[src/rtl/noc_pkg.sv]
// Shared NoC definitions: packet field layout, end-of-burst marker and the
// injector FSM encoding used by PE traffic sources.
package noc_pkg;

    localparam int DATA_LSB = 0;
    localparam int DATA_W   = 9;
    localparam int SID_LSB  = 9;
    localparam int SID_W    = 6;
    localparam int PID_LSB  = 15;
    localparam int PID_W    = 10;
    localparam int DEST_LSB = 25;
    localparam int DEST_W   = 6;
    localparam int FIELD_W  = DEST_LSB + DEST_W;

    localparam logic [DATA_W-1:0] NOC_END_DATA = 9'h167;

    typedef enum logic [2:0] {
        ST_IDLE = 3'd0,
        ST_LOAD = 3'd1,
        ST_REQ  = 3'd2,
        ST_GAP  = 3'd3,
        ST_FIN  = 3'd4
    } inj_state_e;

endpackage

[src/rtl/pe_injector_if.sv]
// Local-port link between a PE source and its router: packet, request,
// one-cycle grant and buffer-full backpressure.
interface pe_injector_if #(
    parameter int PKT_W = 56
);
    logic [PKT_W-1:0] PacketOut;
    logic             ReqDnStr;
    logic             GntDnStr;
    logic             DnStrFull;

    modport master (output PacketOut, output ReqDnStr, input GntDnStr, input DnStrFull);
    modport slave  (input PacketOut, input ReqDnStr, output GntDnStr, output DnStrFull);
endinterface

[src/rtl/noc_pkt_pack.sv]
// Combinational packet assembly; the last packet of a burst carries the end
// marker and any ordinary payload that collides with it is zeroed.
module noc_pkt_pack
    import noc_pkg::*;
#(
    parameter logic [SID_W-1:0]  ROUTER_ID = 6'b010_010,
    parameter int                PKT_W     = 56,
    parameter logic [DATA_W-1:0] END_DATA  = NOC_END_DATA
) (
    input  logic [DEST_W-1:0] dest_i,
    input  logic [PID_W-1:0]  pid_i,
    input  logic              last_i,
    output logic [PKT_W-1:0]  pkt_o
);

    logic [DATA_W-1:0] data;

    always_comb begin
        data = pid_i[DATA_W-1:0];
        if (last_i)
            data = END_DATA;
        else if (pid_i[DATA_W-1:0] == END_DATA)
            data = '0;
    end

    always_comb begin
        pkt_o                        = '0;
        pkt_o[DEST_LSB +: DEST_W]    = dest_i;
        pkt_o[PID_LSB  +: PID_W]     = pid_i;
        pkt_o[SID_LSB  +: SID_W]     = ROUTER_ID;
        pkt_o[DATA_LSB +: DATA_W]    = data;
    end

endmodule

[src/rtl/pe_injector.sv]
// PE burst injector: emits num_pkts packets to the router local port with a
// programmable idle gap, honouring backpressure and a one-cycle grant.
module pe_injector
    import noc_pkg::*;
#(
    parameter logic [SID_W-1:0]  ROUTER_ID = 6'b010_010,
    parameter int                PKT_W     = 56,
    parameter logic [DATA_W-1:0] END_DATA  = NOC_END_DATA
) (
    input  logic                clk,
    input  logic                reset,
    input  logic                start,
    input  logic [DEST_W-1:0]   dest_id,
    input  logic [PID_W-1:0]    num_pkts,
    input  logic [7:0]          gap,
    pe_injector_if.master       dn,
    output logic                busy,
    output logic                done,
    output logic [PID_W-1:0]    sent_cnt,
    output logic [15:0]         stall_cnt
);

    inj_state_e        state_q, state_d;
    logic [DEST_W-1:0] dest_q, dest_d;
    logic [PID_W-1:0]  num_q, num_d;
    logic [7:0]        gap_q, gap_d;
    logic [7:0]        gcnt_q, gcnt_d;
    logic [PID_W-1:0]  idx_q, idx_d;
    logic [PKT_W-1:0]  pkt_q, pkt_d;
    logic              req_q, req_d;
    logic              busy_q, busy_d;
    logic              done_q, done_d;
    logic [PID_W-1:0]  sent_q, sent_d;
    logic [15:0]       stall_q, stall_d;

    logic [PKT_W-1:0]  pkt_w;
    logic              last;

    assign last = (idx_q == num_q - 10'd1);

    noc_pkt_pack #(
        .ROUTER_ID (ROUTER_ID),
        .PKT_W     (PKT_W),
        .END_DATA  (END_DATA)
    ) u_pack (
        .dest_i (dest_q),
        .pid_i  (idx_q),
        .last_i (last),
        .pkt_o  (pkt_w)
    );

    always_comb begin
        state_d = state_q;
        dest_d  = dest_q;
        num_d   = num_q;
        gap_d   = gap_q;
        gcnt_d  = gcnt_q;
        idx_d   = idx_q;
        pkt_d   = pkt_q;
        req_d   = req_q;
        busy_d  = busy_q;
        done_d  = done_q;
        sent_d  = sent_q;
        stall_d = stall_q;

        unique case (state_q)
            ST_IDLE: begin
                if (start) begin
                    dest_d  = dest_id;
                    num_d   = num_pkts;
                    gap_d   = gap;
                    idx_d   = '0;
                    sent_d  = '0;
                    stall_d = '0;
                    done_d  = 1'b0;
                    busy_d  = 1'b1;
                    state_d = (num_pkts == '0) ? ST_FIN : ST_LOAD;
                end
            end
            ST_LOAD: begin
                if (!dn.DnStrFull) begin
                    pkt_d   = pkt_w;
                    req_d   = 1'b1;
                    state_d = ST_REQ;
                end
            end
            ST_REQ: begin
                // Request drops on the grant edge itself so the router sees
                // exactly one request per packet; Full no longer matters here.
                if (dn.GntDnStr) begin
                    req_d  = 1'b0;
                    pkt_d  = '0;
                    sent_d = sent_q + 10'd1;
                    idx_d  = idx_q + 10'd1;
                    if (last) begin
                        state_d = ST_FIN;
                    end else if (gap_q != '0) begin
                        gcnt_d  = gap_q;
                        state_d = ST_GAP;
                    end else begin
                        state_d = ST_LOAD;
                    end
                end else if (stall_q != 16'hFFFF) begin
                    stall_d = stall_q + 16'd1;
                end
            end
            ST_GAP: begin
                if (gcnt_q <= 8'd1)
                    state_d = ST_LOAD;
                else
                    gcnt_d = gcnt_q - 8'd1;
            end
            ST_FIN: begin
                busy_d  = 1'b0;
                done_d  = 1'b1;
                state_d = ST_IDLE;
            end
            default: state_d = ST_IDLE;
        endcase
    end

    always_ff @(posedge clk or negedge reset) begin
        if (!reset) begin
            state_q <= ST_IDLE;
            dest_q  <= '0;
            num_q   <= '0;
            gap_q   <= '0;
            gcnt_q  <= '0;
            idx_q   <= '0;
            pkt_q   <= '0;
            req_q   <= 1'b0;
            busy_q  <= 1'b0;
            done_q  <= 1'b0;
            sent_q  <= '0;
            stall_q <= '0;
        end else begin
            state_q <= state_d;
            dest_q  <= dest_d;
            num_q   <= num_d;
            gap_q   <= gap_d;
            gcnt_q  <= gcnt_d;
            idx_q   <= idx_d;
            pkt_q   <= pkt_d;
            req_q   <= req_d;
            busy_q  <= busy_d;
            done_q  <= done_d;
            sent_q  <= sent_d;
            stall_q <= stall_d;
        end
    end

    assign dn.PacketOut = pkt_q;
    assign dn.ReqDnStr  = req_q;
    assign busy         = busy_q;
    assign done         = done_q;
    assign sent_cnt     = sent_q;
    assign stall_cnt    = stall_q;

endmodule

[src/flat_wrapper.sv]
// flat-port wrapper written by rule: the top's interface ports become plain ports
module pe_injector_flat import noc_pkg::*;
#(
    parameter logic [SID_W-1:0]  ROUTER_ID = 6'b010_010,
    parameter int                PKT_W     = 56,
    parameter logic [DATA_W-1:0] END_DATA  = NOC_END_DATA
)
  (clk, reset, start, dest_id, num_pkts, gap, busy, done, sent_cnt, stall_cnt, dn_PacketOut, dn_ReqDnStr, dn_GntDnStr, dn_DnStrFull);
  pe_injector_if #(.PKT_W(PKT_W)) dn_i ();
  input  logic clk;
  input  logic reset;
  input  logic start;
  input  logic [DEST_W-1:0] dest_id;
  input  logic [PID_W-1:0] num_pkts;
  input  logic [7:0] gap;
  output logic busy;
  output logic done;
  output logic [PID_W-1:0] sent_cnt;
  output logic [15:0] stall_cnt;
  output wire logic [$bits(dn_i.PacketOut)-1:0] dn_PacketOut;
  output wire logic [$bits(dn_i.ReqDnStr)-1:0] dn_ReqDnStr;
  input wire logic [$bits(dn_i.GntDnStr)-1:0] dn_GntDnStr;
  input wire logic [$bits(dn_i.DnStrFull)-1:0] dn_DnStrFull;
  assign dn_PacketOut = dn_i.PacketOut;
  assign dn_ReqDnStr = dn_i.ReqDnStr;
  assign dn_i.GntDnStr = dn_GntDnStr;
  assign dn_i.DnStrFull = dn_DnStrFull;
  pe_injector #(.ROUTER_ID(ROUTER_ID), .PKT_W(PKT_W), .END_DATA(END_DATA)) u_core (.clk(clk), .reset(reset), .start(start), .dest_id(dest_id), .num_pkts(num_pkts), .gap(gap), .dn(dn_i), .busy(busy), .done(done), .sent_cnt(sent_cnt), .stall_cnt(stall_cnt));
endmodule
[config.mk]
export PLATFORM = sky130hd
export DESIGN_NAME = pe_injector_flat
export DESIGN_NICKNAME = d
export VERILOG_FILES = /design/src/rtl/noc_pkg.sv /design/src/rtl/pe_injector_if.sv /design/src/rtl/noc_pkt_pack.sv /design/src/rtl/pe_injector.sv /design/src/flat_wrapper.sv
export SDC_FILE = /design/constraint.sdc
export NUM_CORES = 1
export LEC_CHECK = 0
export BUFFER_PORTS_ARGS = -buffer_cell sky130_fd_sc_hd__buf_2
export CAP_MARGIN = 20
export CORE_ASPECT_RATIO = 0.6
export CORE_MARGIN = 2
export CORE_UTILIZATION = 40
export CTS_BUF_LIST = sky130_fd_sc_hd__clkbuf_4
export DETAILED_ROUTE_END_ITERATION = 10
export PLACE_DENSITY = 0.71
export SLEW_MARGIN = 5
export SYNTH_ARGS = -nofsm -noshare
export SYNTH_HDL_FRONTEND = slang
export SYNTH_SLANG_ARGS = --single-unit
[constraint.sdc]
create_clock -name clk -period 2.8 [get_ports clk]
set_input_delay 0.7 -clock clk [delete_from_list [all_inputs] [get_ports clk]]
set_output_delay 0.7 -clock clk [all_outputs]
set_load 0.01 [all_outputs]
Yosys cells after proc, flatten, opt, wreduce, memory -nomap -nowiden

Cells that the tools add are included.

Register bits: 130
Input port bits: 29
Output and inout port bits: 85

Add/sub/neg operators: 5
Magnitude comparators: 1
Equality and inequality tests: 16
Mux-type cells: 34
Reductions and logical operators: 14

Operator list:

| operator                                                               | number |
|---|---|
| 56-bit two-way mux                                                     | 2 |
| 56-bit case mux with 2 select lines                                    | 1 |
| 16-bit two-way mux                                                     | 3 |
| 10-bit case mux with 2 select lines                                    | 2 |
| 8-bit two-way mux                                                      | 4 |
| 16-bit case mux with 2 select lines                                    | 1 |
| 10-bit two-way mux                                                     | 3 |
| 10-bit by 1-bit adder with 10-bit output (second input constant)       | 2 |
| 3-bit two-way mux                                                      | 6 |
| 9-bit two-way mux                                                      | 2 |
| 16-bit by 1-bit adder with 16-bit output (second input constant)       | 1 |
| 16-bit != test (second input constant)                                 | 1 |
| 8-bit case mux with 2 select lines                                     | 1 |
| 2-bit != test (second input constant)                                  | 6 |
| 3-bit case mux with 4 select lines                                     | 1 |
| 10-bit == test                                                         | 1 |
| 10-bit logical NOT                                                     | 1 |
| 10-bit by 1-bit subtractor with 10-bit output (second input constant)  | 1 |
| 9-bit == test (second input constant)                                  | 1 |
| 8-bit by 1-bit <= comparator with 1-bit output (second input constant) | 1 |
| 4-bit AND reduction                                                    | 2 |
| 2-bit nonzero test                                                     | 4 |
| 8-bit nonzero test                                                     | 1 |
| 8-bit by 1-bit subtractor with 8-bit output (second input constant)    | 1 |
| 11 further kinds                                                       | 21 |

Depth between registers and ports, before layout

Gate-level depths: netlist (run 1).

Word-level depth: 5
Mapped depth: 10

Cells and area by module

Synthesis (run 1) repeated with hierarchy kept, for this count alone.

Cell total of the unflattened synthesis: 761
Area total of the unflattened synthesis: 6580.1 um2

Modules (own cells, without submodules):

| module       | instances | cells an instance | area each (um2) |
|---|---|---|---|
| pe_injector  | 1         | 689               | 6080.8 |
| noc_pkt_pack | 1         | 72                | 499.2 |

Least setup slack after synthesis (run 1)

Ideal clock, no wire load.

Path kind: reg-to-reg
Start: reg u_core.num_q[0]
End: reg u_core.gcnt_q[0]
Setup time: 0.127 ns
Arrival time: 2.234 ns
Setup slack: 0.439 ns
Cell stages (with the launch flop): 11
Buffers on the path: 1
Cell sequence: dfrtp_1 inv_1 ha_1 nor3b_1 nand2_1 or4_1 nand4_1 a41oi_4 buf_6 nand3_2 o211ai_2

Word-level cells in the longest chain between the ends: 4

RTL lines:

| what                                          | RTL line           | RTL |
|---|---|---|
| start: declaration                            | pe_injector.sv:25  | `logic [PID_W-1:0] num_q, num_d;` |
| start signal: assignment                      | pe_injector.sv:139 | `num_q <= num_d;` |
| 10-bit by 1-bit subtractor with 10-bit output | pe_injector.sv:39  | `assign last = (idx_q == num_q - 10'd1);` |
| 10-bit == test                                | pe_injector.sv:39  |  |
| 2-bit != test (no line)                       | n/a                |  |
| 5-bit AND reduction (no line)                 | n/a                |  |
| end signal: assignment                        | pe_injector.sv:141 | `gcnt_q <= gcnt_d;` |
| end: declaration                              | pe_injector.sv:27  | `logic [7:0] gcnt_q, gcnt_d;` |

Every way passes these cells.
A chain may end at the register's enable or synchronous reset.

Worst setup path after layout (run 1)

Start: reg u_core.num_q[0]
End: reg u_core.pkt_q[2], in the netlist u_core.dn.PacketOut[2]

Word-level cells in the longest chain between the ends: 5

RTL lines:

| what                                          | RTL line           | RTL |
|---|---|---|
| 10-bit by 1-bit subtractor with 10-bit output | pe_injector.sv:39  |  |
| 10-bit == test                                | pe_injector.sv:39  |  |
| 9-bit two-way mux                             | noc_pkt_pack.sv:20 | `if (last_i)` |
| 56-bit two-way mux                            | pe_injector.sv:81  | `if (!dn.DnStrFull) begin` |
| 56-bit case mux with 2 select lines           | pe_injector.sv:66  | `unique case (state_q)` |
| end signal: assignment                        | pe_injector.sv:143 | `pkt_q <= pkt_d;` |
| end: declaration                              | pe_injector.sv:29  | `logic [PKT_W-1:0] pkt_q, pkt_d;` |

Every way passes these cells. The select of a mux whose other input is x is not followed.

==> summary.md, run 1 <==
| Metric | Value |
|---|---|
| Met1 Track Usage GR | `26.2%` |
| Gp weighted congestion | `0.860` |
| Worst vdd ir | `395 µV` |
| Grt ovf | `0` |
| Most frequent cell after synthesis | `dfrtp_1` |
| Post-synth EDFFs | `0` |
| Post-Route Skew | `0.0285 ns` |
| Fmax | `386 MHz` |
| Gr usage total | `17.3%` |
| Drt drc | `0` |
| Iter 0 DRT Violations | `about 250` |
| Routed WL per cell | `15.2 µm` |
| Final setup viols | `0` |
| Hold_buf cts | `0` |
| Share of layout cells above drive strength 1 | `25.7%` |
| Width of the die | `148 µm` |
| Area growth syn-to-layout | `13.4%` |
| Met3 Use GR | `4.24%` |
| Part of the Yosys area used for sequential elements | `between 40% and 50%` |
| Avg Synthesized Cell Area | `10.3 µm²` |
| Leading area contributor after synthesis | `dfrtp_1` |
| Max_slew headroom | `63.2%` |
| Port Buffers | `between 80 and 90` |
| Worst hold path type | `in -> async` |
| Avg Vias per Cell | `around 5.2` |
| Arrival time worst endpoint | `between 2 and 3 ns` |
| Tmin final | `2.59 ns` |
| Routing usage on met2 | `24.7%` |
| Final hold violations | `0` |
| Power per cell area | `866 nW/µm²` |
| Clock Tree Root | `clkbuf_4` |
| Io pins | `between 100 and 150` |
| N_diodes | `0` |
| Die area | `13400 µm²` |
| Final setup TNS | `0 ns` |
| First-pass GRT wire length | `18.5 mm` |
| Yosys Warn Count | `0` |
| Final wirelength | `11.1 mm` |
| Syn Inst Count | `just under 500` |
| Via count | `3824` |
| Commonest cells post-synth | `dfrtp_1 (99), nand2_1 (43), nor2_1 (43)` |
| Leakage power | `2.67 nW` |
| Final #Nets | `600` |
| Deepest clock path buffer count | `2` |
| WP data required | `~3.2 ns` |
| Vias in the first global route | `3676` |
| Critical path launch point type | `register` |
| Critical path class | `reg -> reg` |
| Area share of the leading cell type in the synthesized netlist | `49.8%` |
| Maxcap violations | `0` |
| Placed insts | `approximately 720` |
| Num CTS Buffers | `9` |
| FP Rows | `31` |
| RSZ-0062 raised after global routing | `false` |
| CORE AREA | `around 12000 µm²` |
| Synth Cell Area | `4970 µm²` |
| Outcome | `finished, final reports clean` |
| CTS clk-pin slew, worst paths | `0.16 ns` |
| Async S/R FF share, synth | `between 90% and 100%` |
| Worst slack, placed | `0.0749 ns` |
| Worst-Margin Slew | `approximately 0.55 ns` |
| Fin cells | `roughly 730` |
| Final worst setup slack | `0.208 ns` |
| GRT Max-Usage Layer | `met1` |
| Clock sink total | `99` |
| Synth area leaders | `dfrtp_1 (50%), mux2_2 (4.8%), buf_4 (4.7%)` |
| Initial antenna violation count | `0` |
| Drt first pass iters | `5` |
| CTS tree | `built` |
| Clock Latency Late Sink | `0.48 ns` |
| Period utilization | `roughly 90%` |
| Chip Height | `roughly 90 µm` |
| Hpwl dp | `8.17 mm` |
| CP max FO | `5` |
| Post-DRT Antenna Nets | `0` |
| Largest net degree at the start of global routing | `100` |
| Yosys cell types | `48` |
| Seq cells post-synth | `99` |
| Synth Flop Type | `dfrtp_1` |
| Initial Util | `41.1%` |
| Critical Path End Type | `register` |
| Register-to-Register Path Depth | `9` |
| CTS H-Tree Depth | `3` |
| Slew Viols, Final | `0` |
==> repair_timing <==
item,in CTS,in global routing
endpoints found under the hold margin,0,0
endpoints found under the setup margin,0,13
gates resized for setup,0,1
buffers inserted,0,1
==> stage by stage <==
step	total power, mW	hold slack (ns)	instance area, µm²	util [%]
after floorplan	3.58	0.404	5080	-
after global placement	4.02	0.477	5480	45.3
after detailed placement	4.12	0.477	5480	45.3
after CTS	4.88	0.254	5610	46.4
after global routing	5.29	0.259	5640	46.6
final	4.89	0.247	5640	46.6
==> layout by cell type (no fill, tap or decap), drive strengths merged, types with 2 or more instances in the layout <==
cell / count
nand4: 15
nor2b: 2
conb: 29
inv: 14
nor3: 8
o21ai: 29
dfrtp: 99
a31oi: 3
ha: 6
nor2: 45
clkinv: 2
nor3b: 5
or4: 3
xor2: 26
a221o: 6
nand2b: 6
a22o: 19
buf: 94
nand2: 43
mux2: 21
nor4: 7
xnor2: 9
and4: 5
clkbuf: 9
o211ai: 4
a22oi: 3
nand3: 18
a21oi: 19
or3: 7
==> layout make-up <==
type                            count  area, µm²
Clock inverter                      6       63.8
Inverter                           12       45.0
Timing Repair Buffer               94        523
Multi-Input combinational cell    349       2260
Sequential cell                    99       2480
Clock buffer                        9       67.6
Tap cell                          165        206
Fill cell                        1170       6460
==> metal layers <==
| layer | wire length, µm | vias to the layer above |
|---|---|---|
| met5 | 0 | - |
| li1 | - | 1822 |
| met2 | 4800 | 127 |
| met4 | 26 | 0 |
| met3 | 809 | 2 |
| met1 | 5490 | 1873 |
==> final timing paths <==
check	startpoint	end	slack, ns
worst max register to register	u_core.num_q[0]	u_core.dn.PacketOut[2]	0.21
worst min-delay path	reset	u_core.sent_cnt[3]	0.25
max in group asynchronous	reset	u_core.gap_q[2]	2.12
min in group clk	gap[1]	u_core.gap_q[1]	0.45
worst min register to register	u_core.busy	u_core.busy	0.51
worst max-delay path	u_core.num_q[0]	u_core.dn.PacketOut[2]	0.21
==> registers in the layout, summed over array words and instances, names as in the netlist <==
signal	flops
u_core.gcnt_q	8
u_core.dn.PacketOut	26
u_core.state_q	3
u_core.stall_cnt	16
u_core.dest_q	6
u_core.idx_q	10
u_core.busy	1
u_core.done	1
u_core.num_q	10
u_core.sent_cnt	10
u_core.gap_q	8
==> kinds of logic (layout without fill, tap and decap cells) <==
logic type	Yosys count	count (layout)	share of synthesized area [%]
other cells	1	29	0.0754
xor+xnor	35	35	6.16
buf+inv	63	121	7.27
fa+ha+maj	6	6	1.51
mux	22	22	4.95
compound gates	88	88	13.0
simple gates	169	169	17.3
flops	99	99	49.8
==> power breakdown <==
group          internal [mW]  switching (mW)  leakage (nW)
registers               1.82           0.454          1.29
logic                  0.827            1.03          1.31
clock network          0.269           0.485        0.0702
total                   2.92            1.97          2.67
==> worst max-delay path, cell delays in order (launching register included) <==
cell and delay, ns:
dfrtp_1 0.44, inv_1 0.10, ha_1 0.21, nand2b_1 0.16
a21oi_1 0.07, a311o_2 0.39, a2111oi_4 0.52, nand2_1 0.25
nor2_2 0.24, a221o_1 0.14
Power figures use the tool's default switching activity.
==> run 2, diff against run 1 <==
Settings changed: PLACE_DENSITY 0.71 to unset.
==> run 2 against run 1 <==
Design area increased by 0.44%. Combinational power about the same. Maximum frequency increased by 3.3%. Critical path depth unchanged. Clock skew decreased by 0.020 ns. First-iteration DRC count decreased by 9.0%. Final cell count increased by 0.41%. Total power increased by 0.62%. Critical endpoint is now u_core.dn.PacketOut[0]. Highest routed layer unchanged.
==> summary.md, run 2 (synthesized netlist as in run 1, its figures left out) <==
| Metric | Value |
|---|---|
| Final setup TNS | `0 ns (unchanged)` |
| Hpwl dp | `8.36 mm (+2.3%)` |
| Port Buffers | `84 (unchanged)` |
| Post-Route Skew | `0.00830 ns (-0.0202 ns)` |
| Deepest clock path buffer count | `2 (unchanged)` |
| CTS clk-pin slew, worst paths | `0.15 ns (about the same)` |
| Finished Core Util | `46.8% (+0.21 points)` |
| Worst vdd ir | `443 µV (+12%)` |
| Die area | `13400 µm² (unchanged)` |
| Clock Tree Root | `clkbuf_4` |
| Arrival time worst endpoint | `2.91 ns (-0.08 ns)` |
| Final hold violations | `0 (unchanged)` |
| Final setup viols | `0 (unchanged)` |
| CTS H-Tree Depth | `3 (unchanged)` |
| Multi-input gate area | `2260 µm² (unchanged)` |
| Worst-Margin Slew | `0.576 ns (+0.0238 ns)` |
| Period utilization | `89.6% (-3.0 points)` |
| Maxcap violations | `0 (unchanged)` |
| DP Area | `5510 µm² (+0.41%)` |
| Chip Height | `90.4 µm (unchanged)` |
| CORE AREA | `12100 µm² (unchanged)` |
| Power per cell area | `868 nW/µm² (+0.18%)` |
| Register Area | `2480 µm² (unchanged)` |
| Via count | `3753 (-1.9%)` |
| Largest register FFs | `26 (unchanged)` |
| Routed WL per cell | `15.4 µm (+1.3%)` |
| RSZ-0062 raised after global routing | `false` |
| Critical path class | `reg -> reg` |
| Area growth syn-to-layout | `13.9%` |
| Commonest non-fill, non-tap cell in the layout | `dfrtp_1` |
| Slew Viols, Final | `0 (unchanged)` |
| Drt first pass iters | `4 (-1)` |
| Iter 0 DRT Violations | `223 (-9.0%)` |
| Outcome | `finished, final reports clean` |
| Vias in the first global route | `3560 (-3.2%)` |
| Drt drc | `0 (unchanged)` |
| Post-DRT Antenna Nets | `0 (unchanged)` |
| FP Rows | `31 (unchanged)` |
| Width of the die | `148 µm (unchanged)` |
| Gr usage total | `17.3% (+0.060 points)` |
| Initial Util | `41.1% (unchanged)` |
| # fillers | `1188 (+1.5%)` |
| Avg Vias per Cell | `5.09 (-2.3%)` |
| Hold slack | `0.226 ns (-0.0209 ns)` |
| Worst hold path type | `in -> async` |
| Critical path launch point type | `register` |
| Final #Nets | `603 (+0.50%)` |
| Post-route cell area | `5660 µm² (+0.44%)` |
| Grt ovf | `0 (unchanged)` |
| Clock sink total | `99 (unchanged)` |
| Initial antenna violation count | `0 (unchanged)` |
| Hold_buf cts | `0 (unchanged)` |
| Commonest non-fill, non-tap cells in the layout | `dfrtp_1 (99), buf_2 (83), nand2_1 (43), nor2_1 (43), conb_1 (29)` |
| Io pins | `114 (unchanged)` |
| Num CTS Buffers | `9 (unchanged)` |
| WP data required | `3.20 ns (about the same)` |
| Largest net degree at the start of global routing | `45 (-55%)` |
| Share of layout cells above drive strength 1 | `26.2% (+0.56 points)` |
| N_diodes | `0 (unchanged)` |
| Fmax | `399 MHz (+3.3%)` |
| Final wirelength | `11.3 mm (+1.7%)` |
| Max_slew headroom | `61.6% (-1.6 points)` |
| Critical Path End Type | `register` |
| Clock Latency Late Sink | `0.45 ns (-0.03 ns)` |
| CTS tree | `built` |
| Gp weighted congestion | `0.884 (+2.8%)` |
| First-pass GRT wire length | `18.5 mm (about the same)` |
| Leakage power | `2.68 nW (+0.37%)` |
| Tmin final | `2.51 ns (-0.0827 ns)` |
| CP max FO | `5 (unchanged)` |
==> run 2: changes by cell type in the layout (fill, tap and decap cells not counted), sizes merged <==
cell / previous run / this run
clkinvlp: 1 / 3
inv: 14 / 13
clkinv: 2 / 1
buf: 94 / 97
==> run 2: power by group <==
group	switching (mW)	internal, mW	total, mW
sequential	0.462	1.82	2.28
combinational	1.04	0.831	1.87
clock	0.493	0.269	0.762
total	2.00	2.92	4.92
==> run 2: final cells by class <==
type	instances	share of cell area, %
inverter	12	0.795
timing repair buffer	97	9.63
sequential	99	43.7
tap	165	3.64
clock buffer	9	1.19
clock inverter	6	1.17
multi-input combinational	349	39.8
==> run 2: final timing paths <==
kind,startpoint,to,slack (ns),depth (start not counted)
max in group asynchronous,reset,u_core.done,1.90,2
hold / removal,reset,u_core.dest_q[3],0.23,1
hold reg to reg,u_core.dn.PacketOut[15],u_core.dn.PacketOut[15],0.51,1
min in group clk,dest_id[4],u_core.dest_q[4],0.46,2
setup reg to reg,u_core.num_q[0],u_core.dn.PacketOut[0],0.29,9
setup / recovery,u_core.num_q[0],u_core.dn.PacketOut[0],0.29,9
==> run 2: repair_timing <==
item | in CTS | in global routing
buffers inserted | 0 | 1
resized for setup | 0 | 1
endpoints found under the setup margin | 0 | 13
==> run 2: metal layers <==
metal / GRT usage [%] / wire, µm
met1: 27.8 / 6020
met2: 23.3 / 4510
met3: 4.14 / 728
met4: 3.65 / 60
met5: 0 / 0
==> run 2: worst max-delay path, cell delays in order, from the launching register on <==
cell and delay, ns:
dfrtp_1 0.45, inv_1 0.09, ha_1 0.20, nand2b_1 0.15
a21oi_1 0.07, a311o_2 0.39, a2111oi_4 0.50, nand2_1 0.24
nor2_2 0.24, a221o_1 0.14
==> run 2: stage by stage <==
step                std cells  worst slack (ns)  total power, mW
floorplan                 511             0.439             3.58
global placement          721             0.223             4.05
detailed placement        721            0.0441             4.13
CTS                       736            0.0299             4.90
global route              737             0.124             5.28
finish                    737             0.291             4.92
==> run 3, diff against run 2 <==
Settings changed: CELL_PAD_IN_SITES_DETAIL_PLACEMENT set to 1, CELL_PAD_IN_SITES_GLOBAL_PLACEMENT set to 2, CORE_UTILIZATION 40 to 35, PLACE_DENSITY_LB_ADDON set to 0.1.
==> run 3 against run 2 <==
Total power grew 0.34%. Core utilization shrank 5.0 points. Highest routed layer unchanged. Critical endpoint is now u_core.gcnt_q[0]. Largest cell class unchanged. Clock power shrank 11%.
==> summary.md, run 3 (synthesized netlist as in run 1, its figures left out) <==
| Metric | Value |
|---|---|
| Outcome | `finished, final reports clean` |
| Worst-Margin Slew | `0.851 ns (+0.275 ns)` |
| Slew Viols, Final | `0 (unchanged)` |
| Arrival time worst endpoint | `2.94 ns (+0.03 ns)` |
| CTS clk-pin slew, worst paths | `0.17 ns (+0.02 ns)` |
| Power per cell area | `859 nW/µm² (-1.1%)` |
| Chip Height | `96.4 µm (+6.6%)` |
| Area growth syn-to-layout | `15.5%` |
| Hpwl dp | `9.99 mm (+20%)` |
| Width of the die | `158 µm (+6.7%)` |
| CP max FO | `7 (+2)` |
| Period utilization | `92.6% (+3.0 points)` |
| Worst slack, placed | `-0.00136 ns (-0.0455 ns)` |
| Pwr Total | `4.93 mW (+0.34%)` |
| Reg2reg end | `u_core.gcnt_q[0]` |
| FP Rows | `33 (+6.5%)` |
| Post-Route Skew | `0.0258 ns (+0.0175 ns)` |
| # fillers | `1591 (+34%)` |
| Largest net degree at the start of global routing | `44 (-2.2%)` |
| Io pins | `114 (unchanged)` |
| Maxcap violations | `0 (unchanged)` |
| Tmin final | `2.59 ns (+0.0840 ns)` |
| Port Buffers | `84 (unchanged)` |
| Final wirelength | `13.3 mm (+18%)` |
| Critical Path End Type | `register` |
| Drt drc | `0 (unchanged)` |
| Hold_buf cts | `0 (unchanged)` |
| Via count | `3865 (+3.0%)` |
| Finished Core Util | `41.8% (-5.0 points)` |
| Gp weighted congestion | `0.800 (-9.5%)` |
| Deepest clock path buffer count | `2 (unchanged)` |
| Num CTS Buffers | `9 (unchanged)` |
| Grt ovf | `0 (unchanged)` |
| Clock Latency Late Sink | `0.47 ns (+0.02 ns)` |
| Clock Tree Root | `clkbuf_4` |
| CORE AREA | `13700 µm² (+14%)` |
| Critical path class | `reg -> reg` |
| WP data required | `3.15 ns (-0.05 ns)` |
| CTS tree | `built` |
| RR Startpoint | `u_core.num_q[2]` |
| Gr usage total | `18.6% (+1.3 points)` |
| Clock sink total | `99 (unchanged)` |
| RSZ-0062 raised after global routing | `false` |
| CTS H-Tree Depth | `3 (unchanged)` |
| Max_slew headroom | `43.0% (-19 points)` |
| Post-DRT Antenna Nets | `0 (unchanged)` |
| Drt first pass iters | `4 (unchanged)` |
| CP Launch Point | `u_core.num_q[2]` |
| Vias in the first global route | `3897 (+9.5%)` |
| Initial Util | `36.2% (-4.9 points)` |
| Commonest non-fill, non-tap cells in the layout | `dfrtp_1 (99), buf_2 (83), nand2_1 (43), nor2_1 (43), conb_1 (29)` |
| Share of layout cells above drive strength 1 | `27.4% (+1.2 points)` |
| Worst hold path type | `in -> async` |
| Commonest non-fill, non-tap cell in the layout | `dfrtp_1` |
| Iter 0 DRT Violations | `200 (-10%)` |
| Final worst setup slack | `0.207 ns (-0.0840 ns)` |
| Routed WL per cell | `17.2 µm (+12%)` |
| Largest register FFs | `26 (unchanged)` |
| Die area | `15200 µm² (+14%)` |
| Avg Vias per Cell | `4.99 (-2.1%)` |
| Fmax | `386 MHz (-3.2%)` |
| Final setup viols | `0 (unchanged)` |
| Final hold violations | `0 (unchanged)` |
| Flop2flop setup slack | `0.21 ns (-0.08 ns)` |
| Initial antenna violation count | `0 (unchanged)` |
| Register-to-Register Path Depth | `8 (-1)` |
| N_diodes | `0 (unchanged)` |
| Final #Nets | `614 (+1.8%)` |
| First-pass GRT wire length | `21.4 mm (+15%)` |
| Leakage power | `2.72 nW (+1.4%)` |
| Critical path launch point type | `register` |
| Worst vdd ir | `260 µV (-41%)` |
-- run 3: changes by cell type in the layout (fill, tap and decap cells not counted) --
| cell | previous run | this run |
|---|---|---|
| buf_4 | 12 | 24 |
| buf_12 | 2 | 1 |
| clkinv_1 | 0 | 1 |
| clkinv_4 | 0 | 2 |
| inv_6 | 1 | 0 |
| bufinv_16 | 1 | 0 |
| clkinv_2 | 1 | 0 |
-- run 3: critical path, cell delays in order (launching register included) --
cell,delay [ns]
dfrtp_1,0.49
or4_4,0.57
nor2_1,0.15
xnor2_1,0.13
a2111oi_4,0.50
a41oi_4,0.24
buf_4,0.22
nand3_1,0.10
o211ai_2,0.09
-- run 3: power by group --
| part | internal (mW) | switching (mW) |
|---|---|---|
| combinational | 0.880 | 1.09 |
| clock | 0.178 | 0.501 |
| sequential | 1.82 | 0.468 |
-- run 3: area by class of cell --
class	count	area (µm²)	area share [%]
clock buffer	9	67.6	1.18
clock inverter	6	43.8	0.762
inverter	12	45.0	0.784
multi-input combinational	349	2260	39.3
sequential	99	2480	43.1
tap	192	240	4.18
timing repair buffer	108	616	10.7
-- run 3: worst max path at each step --
stage,to,slack (ns),cells past startpoint
6_report,u_core.gcnt_q[0],0.21,8
5_1_grt,u_core.gcnt_q[0],0.01,8
4_1_cts,u_core.gcnt_q[7],0.11,7
3_5_place_dp,u_core.gcnt_q[7],-0.001,9
3_3_place_gp,u_core.gcnt_q[7],0.17,9
2_1_floorplan,u_core.gcnt_q[0],0.44,10
-- run 3: metrics by stage --
stage / std cells / hold slack (ns) / setup TNS, ns / instance area [µm²]
2_1_floorplan: 511 / 0.404 / 0 / 5080
3_3_place_gp: 755 / 0.474 / 0 / 5590
3_5_place_dp: 755 / 0.481 / -0.00136 / 5590
4_1_cts: 770 / 0.205 / 0 / 5710
5_1_grt: 775 / 0.217 / 0 / 5750
6_report: 775 / 0.215 / 0 / 5750
-- run 3: repair_timing --
| action | in CTS | in global routing |
|---|---|---|
| buffers inserted | 0 | 5 |
| endpoints found under the setup margin | 7 | 8 |
| resized for setup | 1 | 0 |
| pin swaps | 0 | 2 |
-- run 3: metal layers --
| layer | track usage (%) | vias up | wire length (µm) |
|---|---|---|---|
| met5 | 0 | - | 0 |
| met2 | 25.7 | 103 | 5300 |
| met3 | 4.41 | 11 | 716 |
| li1 | - | 1841 | - |
| met4 | 4.02 | 0 | 95 |
| met1 | 29.0 | 1910 | 7230 |
